$ cat src/rtl/sr_flag_reader.sv
// Set/reset status flag consumer: event pulses latch sticky pending flags, which a reader
// drains one channel at a time over valid/ready, picked round-robin.
module sr_flag_reader #(
    parameter int N = 8,
    localparam int IDXW = (N > 1) ? $clog2(N) : 1
) (
    input  logic            clk,
    input  logic            aresetn,
    input  logic [N-1:0]    set,
    input  logic            clr_overflow,
    output logic            valid,
    input  logic            ready,
    output logic [IDXW-1:0] idx,
    output logic [N-1:0]    pending,
    output logic [N-1:0]    overflow
);

    localparam logic [0:0] IDLE    = 1'b0;
    localparam logic [0:0] PRESENT = 1'b1;

    logic [0:0]      state_q;
    logic [IDXW-1:0] ptr_q;
    logic            accept;
    logic [N-1:0]    idx_onehot;
    logic [N-1:0]    clr_vec;
    logic [N-1:0]    pending_nx;
    logic [N-1:0]    overflow_nx;
    logic [IDXW-1:0] idx_inc;
    logic            idle_found;
    logic [IDXW-1:0] idle_sel;
    logic            next_found;
    logic [IDXW-1:0] next_sel;

    // First set bit of vec scanning start, start+1, ... with wrap; returns {found, index}.
    function automatic logic [IDXW:0] rr_pick(input logic [N-1:0] vec, input logic [IDXW-1:0] start);
        logic            found;
        logic [IDXW-1:0] sel;
        logic [IDXW-1:0] cand;
        int              j;
        found = 1'b0;
        sel   = '0;
        for (int k = 0; k < N; k++) begin
            j = int'(start) + k;
            if (j >= N) j = j - N;
            cand = IDXW'(j);
            if (!found && vec[cand]) begin
                found = 1'b1;
                sel   = cand;
            end
        end
        return {found, sel};
    endfunction

    assign valid = (state_q == PRESENT);

    always_comb begin
        accept = valid & ready;
        for (int i = 0; i < N; i++) begin
            idx_onehot[i] = (idx == IDXW'(i));
        end
        clr_vec     = accept ? idx_onehot : '0;
        pending_nx  = set | (pending & ~clr_vec);
        overflow_nx = (set & pending & ~clr_vec) | (overflow & ~{N{clr_overflow}});
        idx_inc     = (idx == IDXW'(N - 1)) ? '0 : idx + 1'b1;
        {idle_found, idle_sel} = rr_pick(pending, ptr_q);
        // The channel just served is excluded even if re-set; IDLE picks it up later.
        {next_found, next_sel} = rr_pick(pending_nx & ~idx_onehot, idx_inc);
    end

    always_ff @(posedge clk or negedge aresetn) begin
        if (!aresetn) begin
            state_q  <= IDLE;
            ptr_q    <= '0;
            idx      <= '0;
            pending  <= '0;
            overflow <= '0;
        end else begin
            pending  <= pending_nx;
            overflow <= overflow_nx;
            case (state_q)
                IDLE: begin
                    if (idle_found) begin
                        idx     <= idle_sel;
                        state_q <= PRESENT;
                    end
                end
                PRESENT: begin
                    if (accept) begin
                        ptr_q <= idx_inc;
                        if (next_found) begin
                            idx <= next_sel;
                        end else begin
                            state_q <= IDLE;
                        end
                    end
                end
                default: state_q <= IDLE;
            endcase
        end
    end

endmodule
$ cat config.mk
export PLATFORM = sky130hd
export DESIGN_NAME = sr_flag_reader
export DESIGN_NICKNAME = d
export VERILOG_FILES = /design/src/rtl/sr_flag_reader.sv
export SDC_FILE = /design/constraint.sdc
export NUM_CORES = 1
export LEC_CHECK = 0
export BUFFER_PORTS_ARGS = -buffer_cell sky130_fd_sc_hd__buf_2
export CORE_MARGIN = 2
export CORE_UTILIZATION = 54
export DETAILED_ROUTE_END_ITERATION = 10
export PLACE_DENSITY = 0.81
export SLEW_MARGIN = 20
export SYNTH_ARGS = -nofsm -noshare
export SYNTH_HDL_FRONTEND = slang
export SYNTH_SLANG_ARGS = --single-unit
$ cat constraint.sdc
create_clock -name clk -period 3.6 [get_ports clk]
set_clock_uncertainty 0.15 [all_clocks]
set_input_delay 0.54 -clock clk [delete_from_list [all_inputs] [get_ports clk]]
set_output_delay 0.54 -clock clk [all_outputs]
set_load 0.01 [all_outputs]
==> flow_metrics.py <==
metrics = {
    "logic_synthesis": {
        "synth_xor_area_frac": 0.02279,
        "avgSynthCellArea_sq_um": 8.513,
        "ys.warnings.count": 0,
        "yosysSeqAreaShare": 0.2140,
        "synth_top_family_by_area": "compound AO/OA/AOI/OAI gates",
        "synth-compound-area-share": 0.2972,
        "syn_area_sq_um": 2690,
        "syn_nets": 338,
        "synth_cell_types": 70,
        "synthArstFlopShare": 1.000,
        "yosys.area_share.adder": 0.04651,
        "synth_ff_type": "dfrtp_1",
        "synthMuxAreaShare": 0.1572,
        "synth_edf_count": 0,
        "syn_inst": 316,
        "ys_seq_elements": 23,
        "synth-simple-area-share": 0.2177,
    },
    "sta": {
        "max_freq_mhz": 294.6,
        "slew_viol_final": 0,
        "maxSlewHeadroom": 0.6506,
        "min_period_ns": 3.394,
        "min_period_over_period": 0.9428,
        "fin_ws_ns": 0.2061,
        "hold_viol": 0,
        "tightest_slew_ns": 0.5241,
        "grt_setup_unrepaired": "true",
        "finalSetupViolCount": 0,
    },
    "placed_design": {
        "gp_congestion": 0.9712,
        "placedCellCount": 409,
        "dp_hpwl_microns": 5859,
        "place_ws_ns": 0.2659,
        "numPortBuffers": 31,
    },
    "finish": {
        "multi_input_area_sq_um": 2028,
        "layout-drive-gt1-share": 0.2457,
        "final-instance-count-excl-fill": 413,
        "fillCellCount": 391,
        "nets": 369,
        "regArea_sq_um": 576.8,
        "syn2layout_area_growth_pct": 12.28,
        "diodes": 0,
    },
    "routing": {
        "via_count": 2749,
        "drtIter0Drc": 350,
        "first_pass_iters": 5,
        "wl_microns": 7515,
        "remaining_drc_errors": 0,
        "routedWlPerCell_microns": 18.20,
        "antenna_left": 0,
        "vias_per_cell": 6.656,
    },
    "clock_network": {
        "cts_buffers": 3,
        "postCtsHoldBufs": 0,
        "cts-root-buf": "clkbuf_8",
        "clkSlewWorstSetupHoldPaths_ns": 0.09,
        "cts_max_path_buffers": 2,
        "worstSkewPairLatency_ns": 0.26,
        "cts_max_level": 1,
        "cts_tree": "yes",
        "postCtsSetupBuffers": 0,
        "cts.sinks": 23,
        "cts_resized": 0,
    },
    "worst_setup_path": {
        "r2r_slack_ns": 0.21,
        "worstPathRequired_ns": 3.57,
        "critPathLaunchType": "register",
        "worst-setup-path-type": "reg2reg",
        "arrival_ns": 3.37,
        "crit_fanout": 8,
        "critPathCaptureType": "register",
    },
    "global_route": {
        "grtUsageTotal": 0.2807,
        "grt_pass1_wl_microns": 11940,
        "grt_max_degree": 24,
        "grt_pass1_vias": 2389,
        "antenna_found_initial": 0,
        "grt.overflow.total": 0,
    },
    "floorplanning": {
        "die_area_sq_um": 5562,
        "coreArea_sq_um": 4755,
        "rows": 25,
        "die_y_microns": 74.58,
        "die_w_microns": 74.58,
        "start_util": 0.5658,
        "boundaryPins": 32,
    },
    "worst_hold_path": {
        "worstHoldPathType": "in2async",
    },
    "run_status": {
        "status": "complete, no violations",
    },
    "flow_run": {
        "cap_violations": 0,
    },
}
-- worst max-delay path, cell delays in order, from the launching register on --
cell	delay (ns)
dfrtp_2	0.46
ha_1	0.22
ha_1	0.28
or3_1	0.48
o32a_1	0.46
a31oi_2	0.29
a211o_1	0.19
a21boi_0	0.23
o211ai_1	0.13
a32oi_1	0.21
o221ai_1	0.17
-- state kept, by name, indices dropped and copies added (netlist names) --
register  flops
overflow      8
pending       8
idx           3
ptr_q         3
valid         1
-- area by class of cell --
class,instances,area share
Tap cell,67,0.02775
Clock buffer,3,0.01367
Inverter,12,0.01491
Sequential cell,23,0.1910
Clock inverter,1,0.002485
Timing Repair Buffer,42,0.07871
Multi-Input combinational cell,265,0.6715
-- Yosys cell counts, types with 5 or more instances --
| cell type | instances | area [sq um] |
|---|---|---|
| a31oi_1 | 5 | 31.28 |
| clkbuf_1 | 10 | 37.54 |
| or2_2 | 7 | 43.79 |
| mux4_2 | 10 | 225.2 |
| mux2i_1 | 8 | 80.08 |
| dfrtp_1 | 23 | 575.6 |
| inv_1 | 11 | 41.29 |
| nand3_1 | 5 | 25.02 |
| nand2b_1 | 7 | 43.79 |
| nor2b_1 | 7 | 43.79 |
| a32o_1 | 7 | 70.07 |
| mux2_2 | 6 | 67.56 |
| ha_1 | 10 | 125.1 |
| nand2_1 | 38 | 142.6 |
| nor2_1 | 16 | 60.06 |
| a21o_1 | 7 | 52.55 |
| o21ai_0 | 17 | 85.08 |
| a21oi_1 | 11 | 55.05 |
| nor3_1 | 15 | 75.07 |
-- cells in the final DEF, fill, tap and decap left out, types with 3 or more instances in the layout --
master / count
a211oi_1: 4
a21boi_0: 3
a21o_1: 7
a21oi_1: 11
a2bb2oi_1: 4
a311oi_1: 4
a31oi_1: 3
a32o_1: 7
and2_1: 4
buf_2: 31
buf_4: 11
clkbuf_8: 3
dfrtp_1: 22
ha_1: 9
inv_1: 10
mux2_2: 6
mux2i_1: 8
mux4_2: 10
nand2_1: 38
nand2b_1: 7
nand3_1: 5
nor2_1: 16
nor2b_1: 7
nor3_1: 15
o211ai_1: 4
o21a_1: 4
o21ai_0: 17
o31ai_1: 3
o32ai_1: 4
or2_2: 7
or3_1: 4
xnor2_1: 3
xor2_1: 4
-- cells by family after synthesis --
group	count (synthesis)
adders and majority gates	10
and+or+nand+nor	115
DFF	23
AOI/OAI and AO/OA	106
xor gates and xnor gates	7
buffers and inverters	28
muxes	27
-- layer usage --
layer	track usage	part of all wire
met5	0	0
met4	0.06944	0.018
met3	0.03388	0.062
met2	0.4474	0.47
met1	0.4087	0.45
-- final timing paths --
path                                        from                    end  cells past startpoint
max in group asynchronous                aresetn     idx[1]$_DFFE_PN0P_                      1
min reg2reg                overflow[1]$_DFF_PN0_  overflow[1]$_DFF_PN0_                      1
max                           idx[1]$_DFFE_PN0P_     idx[1]$_DFFE_PN0P_                     10
max reg2reg                   idx[1]$_DFFE_PN0P_     idx[1]$_DFFE_PN0P_                     10
min in group clk                          set[1]   pending[1]$_DFF_PN0_                      2
min                                      aresetn   pending[0]$_DFF_PN0_                      1
-- metrics by stage --
stage / TNS, ns / hold WS, ns / utilization / cell area [sq um]
2_1_floorplan: 0 / 0.09441 / - / 2690
4_1_cts: 0 / 0.09705 / 0.6279 / 2985
6_report: 0 / 0.08863 / 0.6353 / 3020
5_1_grt: -0.01427 / 0.1215 / 0.6353 / 3020
3_3_place_gp: 0 / 0.3208 / 0.6176 / 2937
3_5_place_dp: 0 / 0.3284 / 0.6176 / 2937
Power is left out: the tool's default activity adds up to more than one toggle a clock period on the data nets, which glitch-free logic cannot reach.
